===== src/rtl/muldiv_sequencer.sv =====
// RV32M multiply/divide unit: radix-2 shift-add multiply and restoring divide,
// one operation in flight, valid/ready request and response channels.
module muldiv_sequencer #(
    parameter int XLEN  = 32,
    parameter int TAG_W = 5
) (
    input  logic             clk,
    input  logic             rst,
    input  logic             req_valid,
    output logic             req_ready,
    input  logic [6:0]       req_op,
    input  logic [XLEN-1:0]  req_rs1,
    input  logic [XLEN-1:0]  req_rs2,
    input  logic [TAG_W-1:0] req_tag,
    input  logic             flush,
    output logic             rsp_valid,
    input  logic             rsp_ready,
    output logic [XLEN-1:0]  rsp_result,
    output logic [TAG_W-1:0] rsp_tag,
    output logic             rsp_bad_op
);

    typedef enum logic [2:0] {S_IDLE, S_MUL, S_DIV, S_FIX, S_DONE} state_t;

    localparam logic [5:0]      LAST_ITER = 6'(XLEN - 1);
    localparam logic [XLEN-1:0] INT_MIN   = {1'b1, {(XLEN-1){1'b0}}};

    function automatic logic [XLEN-1:0] cond_neg(input logic [XLEN-1:0] v, input logic neg);
        return neg ? (~v + 1'b1) : v;
    endfunction

    function automatic logic [2*XLEN-1:0] cond_neg_wide(input logic [2*XLEN-1:0] v, input logic neg);
        return neg ? (~v + 1'b1) : v;
    endfunction

    state_t            state_q, state_d;
    logic [5:0]        cnt_q, cnt_d;
    logic [XLEN-1:0]   res_q, res_d;
    logic [TAG_W-1:0]  tag_q, tag_d;
    logic              bad_q, bad_d;

    logic [XLEN-1:0]   hi_q, hi_d;
    logic [XLEN-1:0]   lo_q, lo_d;
    logic [XLEN-1:0]   b_q, b_d;
    logic              neg_q, neg_d;
    logic              mul_q, mul_d;
    logic [1:0]        sub_q, sub_d;

    logic              accept, op_ok, op_mul, a_sgn, b_sgn, a_neg, b_neg;
    logic              div_zero, div_ovf, fast;
    logic [1:0]        sub;
    logic [XLEN-1:0]   mag_a, mag_b, fast_res, fix_res, rem_sel;
    logic [XLEN:0]     mul_sum, div_shift, div_diff;
    logic [2*XLEN-1:0] prod_fix;

    assign req_ready  = (state_q == S_IDLE) && !flush && !rst;
    assign rsp_valid  = (state_q == S_DONE);
    assign rsp_result = res_q;
    assign rsp_tag    = tag_q;
    assign rsp_bad_op = bad_q;

    // Request decode: signedness, magnitudes and the single-cycle fast paths.
    always_comb begin
        accept   = req_valid && req_ready;
        sub      = req_op[1:0];
        op_ok    = (req_op[6:4] == 3'b000) && ((req_op[3:2] == 2'b01) || (req_op[3:2] == 2'b10));
        op_mul   = (req_op[3:2] == 2'b01);
        a_sgn    = op_mul ? (sub != 2'b11) : !sub[0];
        b_sgn    = op_mul ? !sub[1] : !sub[0];
        a_neg    = a_sgn && req_rs1[XLEN-1];
        b_neg    = b_sgn && req_rs2[XLEN-1];
        mag_a    = cond_neg(req_rs1, a_neg);
        mag_b    = cond_neg(req_rs2, b_neg);
        div_zero = (req_rs2 == '0);
        div_ovf  = !sub[0] && (req_rs1 == INT_MIN) && (req_rs2 == '1);
        fast     = !op_ok || (!op_mul && (div_zero || div_ovf));
        fast_res = '0;
        if (op_ok && div_zero) begin
            fast_res = sub[1] ? req_rs1 : '1;
        end else if (op_ok && div_ovf) begin
            fast_res = sub[1] ? '0 : INT_MIN;
        end
    end

    // One radix-2 step: {hi,lo} shifts right for multiply, left for divide.
    always_comb begin
        mul_sum   = {1'b0, hi_q} + (lo_q[0] ? {1'b0, b_q} : '0);
        div_shift = {hi_q, lo_q[XLEN-1]};
        div_diff  = div_shift - {1'b0, b_q};
        prod_fix  = cond_neg_wide({hi_q, lo_q}, neg_q);
        rem_sel   = sub_q[1] ? hi_q : lo_q;
        if (mul_q) begin
            fix_res = (sub_q == 2'b00) ? prod_fix[XLEN-1:0] : prod_fix[2*XLEN-1:XLEN];
        end else begin
            fix_res = cond_neg(rem_sel, neg_q);
        end
    end

    always_comb begin
        state_d = state_q;
        cnt_d   = cnt_q;
        res_d   = res_q;
        tag_d   = tag_q;
        bad_d   = bad_q;
        hi_d    = hi_q;
        lo_d    = lo_q;
        b_d     = b_q;
        neg_d   = neg_q;
        mul_d   = mul_q;
        sub_d   = sub_q;
        if (flush) begin
            state_d = S_IDLE;
            cnt_d   = '0;
        end else begin
            case (state_q)
                S_IDLE: begin
                    if (accept) begin
                        tag_d = req_tag;
                        bad_d = !op_ok;
                        mul_d = op_mul;
                        sub_d = sub;
                        hi_d  = '0;
                        cnt_d = '0;
                        if (fast) begin
                            res_d   = fast_res;
                            state_d = S_DONE;
                        end else if (op_mul) begin
                            lo_d    = mag_b;
                            b_d     = mag_a;
                            neg_d   = a_neg ^ b_neg;
                            state_d = S_MUL;
                        end else begin
                            lo_d    = mag_a;
                            b_d     = mag_b;
                            neg_d   = sub[1] ? a_neg : (a_neg ^ b_neg);
                            state_d = S_DIV;
                        end
                    end
                end
                S_MUL: begin
                    hi_d  = mul_sum[XLEN:1];
                    lo_d  = {mul_sum[0], lo_q[XLEN-1:1]};
                    cnt_d = cnt_q + 6'd1;
                    if (cnt_q == LAST_ITER) begin
                        cnt_d   = '0;
                        state_d = S_FIX;
                    end
                end
                S_DIV: begin
                    // A clear borrow bit means the shifted remainder covered the divisor.
                    hi_d  = div_diff[XLEN] ? div_shift[XLEN-1:0] : div_diff[XLEN-1:0];
                    lo_d  = {lo_q[XLEN-2:0], !div_diff[XLEN]};
                    cnt_d = cnt_q + 6'd1;
                    if (cnt_q == LAST_ITER) begin
                        cnt_d   = '0;
                        state_d = S_FIX;
                    end
                end
                S_FIX: begin
                    res_d   = fix_res;
                    state_d = S_DONE;
                end
                S_DONE: begin
                    if (rsp_ready) begin
                        state_d = S_IDLE;
                    end
                end
                default: state_d = S_IDLE;
            endcase
        end
    end

    always_ff @(posedge clk) begin
        if (rst) begin
            state_q <= S_IDLE;
            cnt_q   <= '0;
            res_q   <= '0;
            tag_q   <= '0;
            bad_q   <= 1'b0;
        end else begin
            state_q <= state_d;
            cnt_q   <= cnt_d;
            res_q   <= res_d;
            tag_q   <= tag_d;
            bad_q   <= bad_d;
        end
    end

    always_ff @(posedge clk) begin
        hi_q  <= hi_d;
        lo_q  <= lo_d;
        b_q   <= b_d;
        neg_q <= neg_d;
        mul_q <= mul_d;
        sub_q <= sub_d;
    end

endmodule


===== config.mk =====
export PLATFORM = sky130hd
export DESIGN_NAME = muldiv_sequencer
export DESIGN_NICKNAME = d
export VERILOG_FILES = /design/src/rtl/muldiv_sequencer.sv
export SDC_FILE = /design/constraint.sdc
export NUM_CORES = 1
export LEC_CHECK = 0
export CAP_MARGIN = 20
export CORE_MARGIN = 5
export CORE_UTILIZATION = 60
export DETAILED_ROUTE_END_ITERATION = 16
export PLACE_DENSITY = 0.85
export SLEW_MARGIN = 40
export SYNTH_ARGS = -nofsm -noshare
export SYNTH_HDL_FRONTEND = slang
export SYNTH_SLANG_ARGS = --single-unit

===== constraint.sdc =====
create_clock -name clk -period 20.4 [get_ports clk]
set_input_delay 4.08 -clock clk [delete_from_list [all_inputs] [get_ports clk]]
set_output_delay 4.08 -clock clk [all_outputs]
set_load 0.03 [all_outputs]

==> flow_metrics.tcl, run 1 <==
set metrics [dict create \
    reg2regPathDepth 13 \
    clk_path_buf_depth 2 \
    core-area_sq_um 25000 \
    grt_usage_pct 38.4 \
    yosysTopAreaCell "edfxtp_1" \
    ys_ff_latch 147 \
    min_period_ps 10130 \
    final_util_pct 68.1 \
    finalSetupViolations 0 \
    whs_ps 459 \
    grt_max_degree 87 \
    finalMaxSlewViolations 0 \
    area_delta_synth_final_pct 12.4 \
    initial_core_util_pct 60.6 \
    tritoncts "yes" \
    grt_overflow 0 \
    worst_pin_slew_ps 816 \
    cts.sinks 147 \
    synth.area.top_cells "edfxtp_1 20%, dfxtp_1 6.2%, xnor2_1 6.1%" \
    cts_made_buffers 17 \
    finalSetupTns_ps 0 \
    first_global_vias 14700 \
    place.gp.congestion 1.02 \
    drc 0 \
    vias 16100 \
    status "finished, final reports clean" \
    cts-resized-gates 0 \
    hp-class "reg2reg" \
    place.detailed.hpwl_mm 43.2 \
    synth_area_sq_um 15200 \
    ir_drop_mv 0.0435 \
    cp-end-kind "primary output" \
    final.fill_count 2159 \
    cts_setup_buffers 0 \
    rows 58 \
    cts.clk_slew.worst_paths_ps 70 \
    die_x_um 169 \
    grt_first_pass_wirelength_mm 85.5 \
    drv_cap 0 \
    drive_above_1_share_pct 5.68 \
    power.leakage_nw 6.22 \
    finalHoldViolCount 0 \
    rsz0062_at_grt "false" \
    via_per_inst 6.99 \
    routedWlPerCell_um 24.7 \
    drtAntennaViolNets 0 \
    htreeDepth 4 \
    initialDrtViolationCount 2779 \
    hold_depth 2 \
    die-area_sq_um 28600 \
    path_max_fanout 11 \
    yosysSeqAreaShare_pct 26.0 \
    required_ps 16320 \
    slew_headroom_pct 45.1 \
    fin_total_pwr_w 0.000802 \
    port_buffers 120 \
    root_buffer "clkbuf_16" \
    place_inst 2270 \
    drtPass1Iterations 7 \
    async_reset_ff_share_pct 0 \
    syn_avg_cell_area_sq_um 7.88 \
    cts-hold-fix-buffers 0 \
    synth_edf_count 100 \
    seq_area_sq_um 3940 \
    synth_cell_type_count 82 \
    syn_inst 1924 \
    synth_warnings 0 \
    die_h_um 169 \
    wl_mm 56.8 \
    max_freq_mhz 98.7 \
    insertion_delay_ps 440 \
    num_io_pins 121 \
    synth_top_area_share_pct 19.8 \
    stdcell_count 2303 \
    ys.flop_type "edfxtp_1" \
    multi_input_area_sq_um 10500 \
    final.setup_skew_ps 14.9 \
    diodes 0 \
    final_nets 2114 \
    power_density_nw_per_um2 47.0 \
    antenna_found_initial 1 \
    synth_fp_nets 2078 \
    crit_type "in2out" \
    startpoint_type "primary input" \
    period_share_pct 49.7 \
    crit_arrival_ps 6050 \
]
Yosys cell counts, types with 35 or more instances:
cell,count
nor2_1,191
a21oi_1,167
o21ai_0,159
nand2_1,130
xnor2_1,106
edfxtp_1,100
clkbuf_1,98
xor2_1,93
ha_1,71
inv_1,61
mux2i_1,59
dfxtp_1,47
o31ai_1,45
nor3_1,44
a31oi_1,37
a21o_1,35
placed cells by master (no fill, tap or decap), types with 16 or more instances in the layout:
cell	count
xnor2_1	106
ha_1	70
nor2_1	188
or3_1	27
clkdlybuf4s50_1	120
dfxtp_1	47
xor2_1	93
o21a_1	18
edfxtp_1	100
o21ai_0	159
nor3_1	43
nor4_1	25
mux2i_1	59
nand2_1	130
or4_1	21
o211ai_1	17
nand2b_1	16
nand3_1	33
a21oi_1	167
and2_1	16
clkbuf_16	17
nand4_1	18
a31oi_1	37
o22ai_1	27
a22oi_1	23
buf_4	20
inv_1	60
o31ai_1	44
a21o_1	35
registers in the layout, summed over array words and instances (netlist names):
signal	count
rsp_result	32
cnt_q	6
rsp_tag	5
neg_q	1
b_q	32
rsp_bad_op	1
lo_q	32
state_q	3
sub_q	2
mul_q	1
hi_q	32
routing by layer:
layer	part of all wire (%)	vias up	global-route usage [%]
li1	-	7247	-
met1	39	7497	53.1
met2	44	1140	58.1
met3	12	203	8.41
met4	5.1	0	16.8
met5	0	-	0
cell type report:
cell class	instances	area share, %
Timing Repair Buffer	141	7.99
Clock inverter	15	0.778
Multi-Input combinational cell	1590	61.8
Clock buffer	17	2.49
Sequential cell	147	23.1
Inverter	63	1.39
Tap cell	330	2.42
cell families (layout without fill, tap and decap cells):
kind of cell               count (synthesis)  in the layout  synth area share, %
DFF                                      147            147                 26.0
and+or+nand+nor                          593            593                 19.4
AOI/OAI and AO/OA                        655            655                 27.4
buffers and inverters                    187            236                 4.86
muxes                                     70             70                 4.71
xor gates and xnor gates                 199            199                 11.5
adders and majority gates                 73             73                 6.12
worst paths after layout:
| path | start | end | slack (ps) |
|---|---|---|---|
| setup / recovery | rst | req_ready | 10270 |
| hold / removal | rsp_tag[1] | rsp_tag[1] | 460 |
| setup reg to reg | lo_q[31] | hi_q[25] | 15440 |
| hold reg to reg | rsp_tag[1] | rsp_tag[1] | 460 |
where the power goes:
part	internal, W	total (W)	switching [W]
Combinational	0.0000606	0.000151	0.0000903
Clock	0.000161	0.000316	0.000155
Sequential	0.000326	0.000335	0.00000883
metrics by stage:
step           worst slack [ps]  cell area (sq um)
6_report                  10270              17100
5_1_grt                   10210              17100
4_1_cts                   10290              17000
3_5_place_dp              10290              16500
3_3_place_gp              10320              16500
2_1_floorplan             10670              15200
worst max-delay path, stage by stage:
cell and delay, ps:
clkdlybuf4s50_1 620, or2_2 460, nor2b_1 190, clkdlybuf4s50_1 700
No activity file was read; power rests on OpenSTA's default activity.
==> run 2, diff against run 1 <==
==> constraint.sdc (replaced) <==
create_clock -name clk -period 10.2 [get_ports clk]
set_input_delay 2.04 -clock clk [delete_from_list [all_inputs] [get_ports clk]]
set_output_delay 2.04 -clock clk [all_outputs]
set_load 0.03 [all_outputs]
==> run 2 against run 1 <==
  * Utilization up 0.29 points
  * Final cell count about the same
  * Highest routed layer unchanged
  * Critical path depth did not move
  * Critical endpoint unchanged
  * Non-clock buffer count is 2 lower
  * Largest cell class unchanged
==> flow_metrics.tcl, run 2 (same netlist as run 1, synthesis figures left out) <==
set metrics [dict create \
    grt_max_degree 88 \
    path_max_fanout 11 \
    power.leakage_nw 6.25 \
    initial_core_util_pct 60.6 \
    min_period_ps 6080 \
    clk_path_buf_depth 2 \
    die_h_um 169 \
    num_io_pins 121 \
    antenna_found_initial 0 \
    wl_mm 57.7 \
    grt_usage_pct 39.0 \
    insertion_delay_ps 450 \
    vias 16100 \
    placed_area_sq_um 16500 \
    power_density_nw_per_um2 96.1 \
    drtPass1Iterations 6 \
    drc 0 \
    grt_overflow 0 \
    rsz0062_at_grt "false" \
    required_ps 8160 \
    core-area_sq_um 25000 \
    place.gp.congestion 1.06 \
    rows 58 \
    cp_cell_sequence "clkdlybuf4s50_1 -> or2_2 -> nor2b_1 -> clkdlybuf4s50_1" \
    cts.clk_slew.worst_paths_ps 70 \
    fin_area_sq_um 17100 \
    initialDrtViolationCount 2599 \
    period_share_pct 59.6 \
    drtAntennaViolNets 0 \
    final.fill_count 2113 \
    fin_total_pwr_w 0.00165 \
    slew_headroom_pct 41.7 \
    crit_buf_inv 2 \
    diodes 0 \
    crit_family "buffers and inverters" \
    die-area_sq_um 28600 \
    ir_drop_mv 0.112 \
    htreeDepth 4 \
    startpoint_type "primary input" \
    drv_cap 0 \
    area_delta_synth_final_pct 12.9 \
    cts.sinks 147 \
    cts_made_buffers 17 \
    final.setup_skew_ps 12.6 \
    first_global_vias 14900 \
    finalSetupViolations 0 \
    crit_type "in2out" \
    status "finished, final reports clean" \
    finalMaxSlewViolations 0 \
    cp-end-kind "primary output" \
    place.detailed.hpwl_mm 44.0 \
    die_x_um 169 \
    root_buffer "clkbuf_16" \
    crit_path_max_incr_delay_ps 710 \
    cts-resized-gates 0 \
    crit_arrival_ps 4040 \
    cts-hold-fix-buffers 0 \
    finalHoldViolCount 0 \
    final_common_cell "nor2_1" \
    max_freq_mhz 164 \
    cts_setup_buffers 0 \
    hp-class "reg2reg" \
    drive_above_1_share_pct 5.63 \
    tritoncts "yes" \
    grt_first_pass_wirelength_mm 87.0 \
    routedWlPerCell_um 25.1 \
    crit_slowest_cell "clkdlybuf4s50_1" \
    cpMostUsedCell "clkdlybuf4s50_1" \
    finalSetupTns_ps 0 \
    worst_pin_slew_ps 871 \
    via_per_inst 7.00 \
    layout_common_cells "189 x nor2_1, 167 x a21oi_1, 159 x o21ai_0" \
    final_nets 2112 \
    port_buffers 120 \
]
[run 2: cell count changes in the layout (fill, tap and decap cells not counted), sizes merged]
cell,before,now
buf,21,19
inv,72,71
clkinv,4,6
clkinvlp,2,0
bufinv,0,1
[run 2: power breakdown]
group	total, W	switching (W)	internal [W]	leakage (nW)
Clock	0.000670	0.000316	0.000354	0.301
Combinational	0.000306	0.000185	0.000122	4.65
Sequential	0.000670	0.0000186	0.000651	1.30
[run 2: path summary, 6_finish.rpt]
check	slack (ps)	cells past startpoint	from	to
worst min-delay path	460	2	rsp_tag[0]	rsp_tag[0]
worst max-delay path	4120	4	rst	req_ready
worst min register to register	460	2	rsp_tag[0]	rsp_tag[0]
worst max register to register	5040	13	lo_q[31]	hi_q[19]
[run 2: final cells by class]
| class | instances | area, sq um | area share [%] |
|---|---|---|---|
| multi-input combinational | 1590 | 10600 | 61.6 |
| sequential | 147 | 3940 | 23.0 |
| timing repair buffer | 139 | 1370 | 8.00 |
| clock buffer | 17 | 425 | 2.48 |
| tap | 330 | 413 | 2.41 |
| inverter | 63 | 236 | 1.38 |
| clock inverter | 15 | 188 | 1.10 |
[run 2: layer usage]
metal  GRT usage (%)  vias to the layer above  part of all wire [%]
met3            8.17                      199                    12
li1                -                     7246                     -
met4            17.3                        0                   4.7
met5               0                        -                     0
met1            53.2                     7531                    40
met2            59.7                     1137                    44
[run 2: tightest hold or removal path, cell delays in order (launching register included)]
cell     delay [ps]
dfxtp_1         310
nand2_1          50
a21oi_1          50
[run 2: per-stage QoR]
stage          hold WS [ps]  std cells  setup slack, ps  util (%)
2_1_floorplan           460       1924             2510         -
3_3_place_gp            443       2266             3990      65.6
3_5_place_dp            450       2269             4160      65.8
4_1_cts                 459       2301             4140      68.3
5_1_grt                 485       2301             4080      68.4
6_report                462       2301             4120      68.4
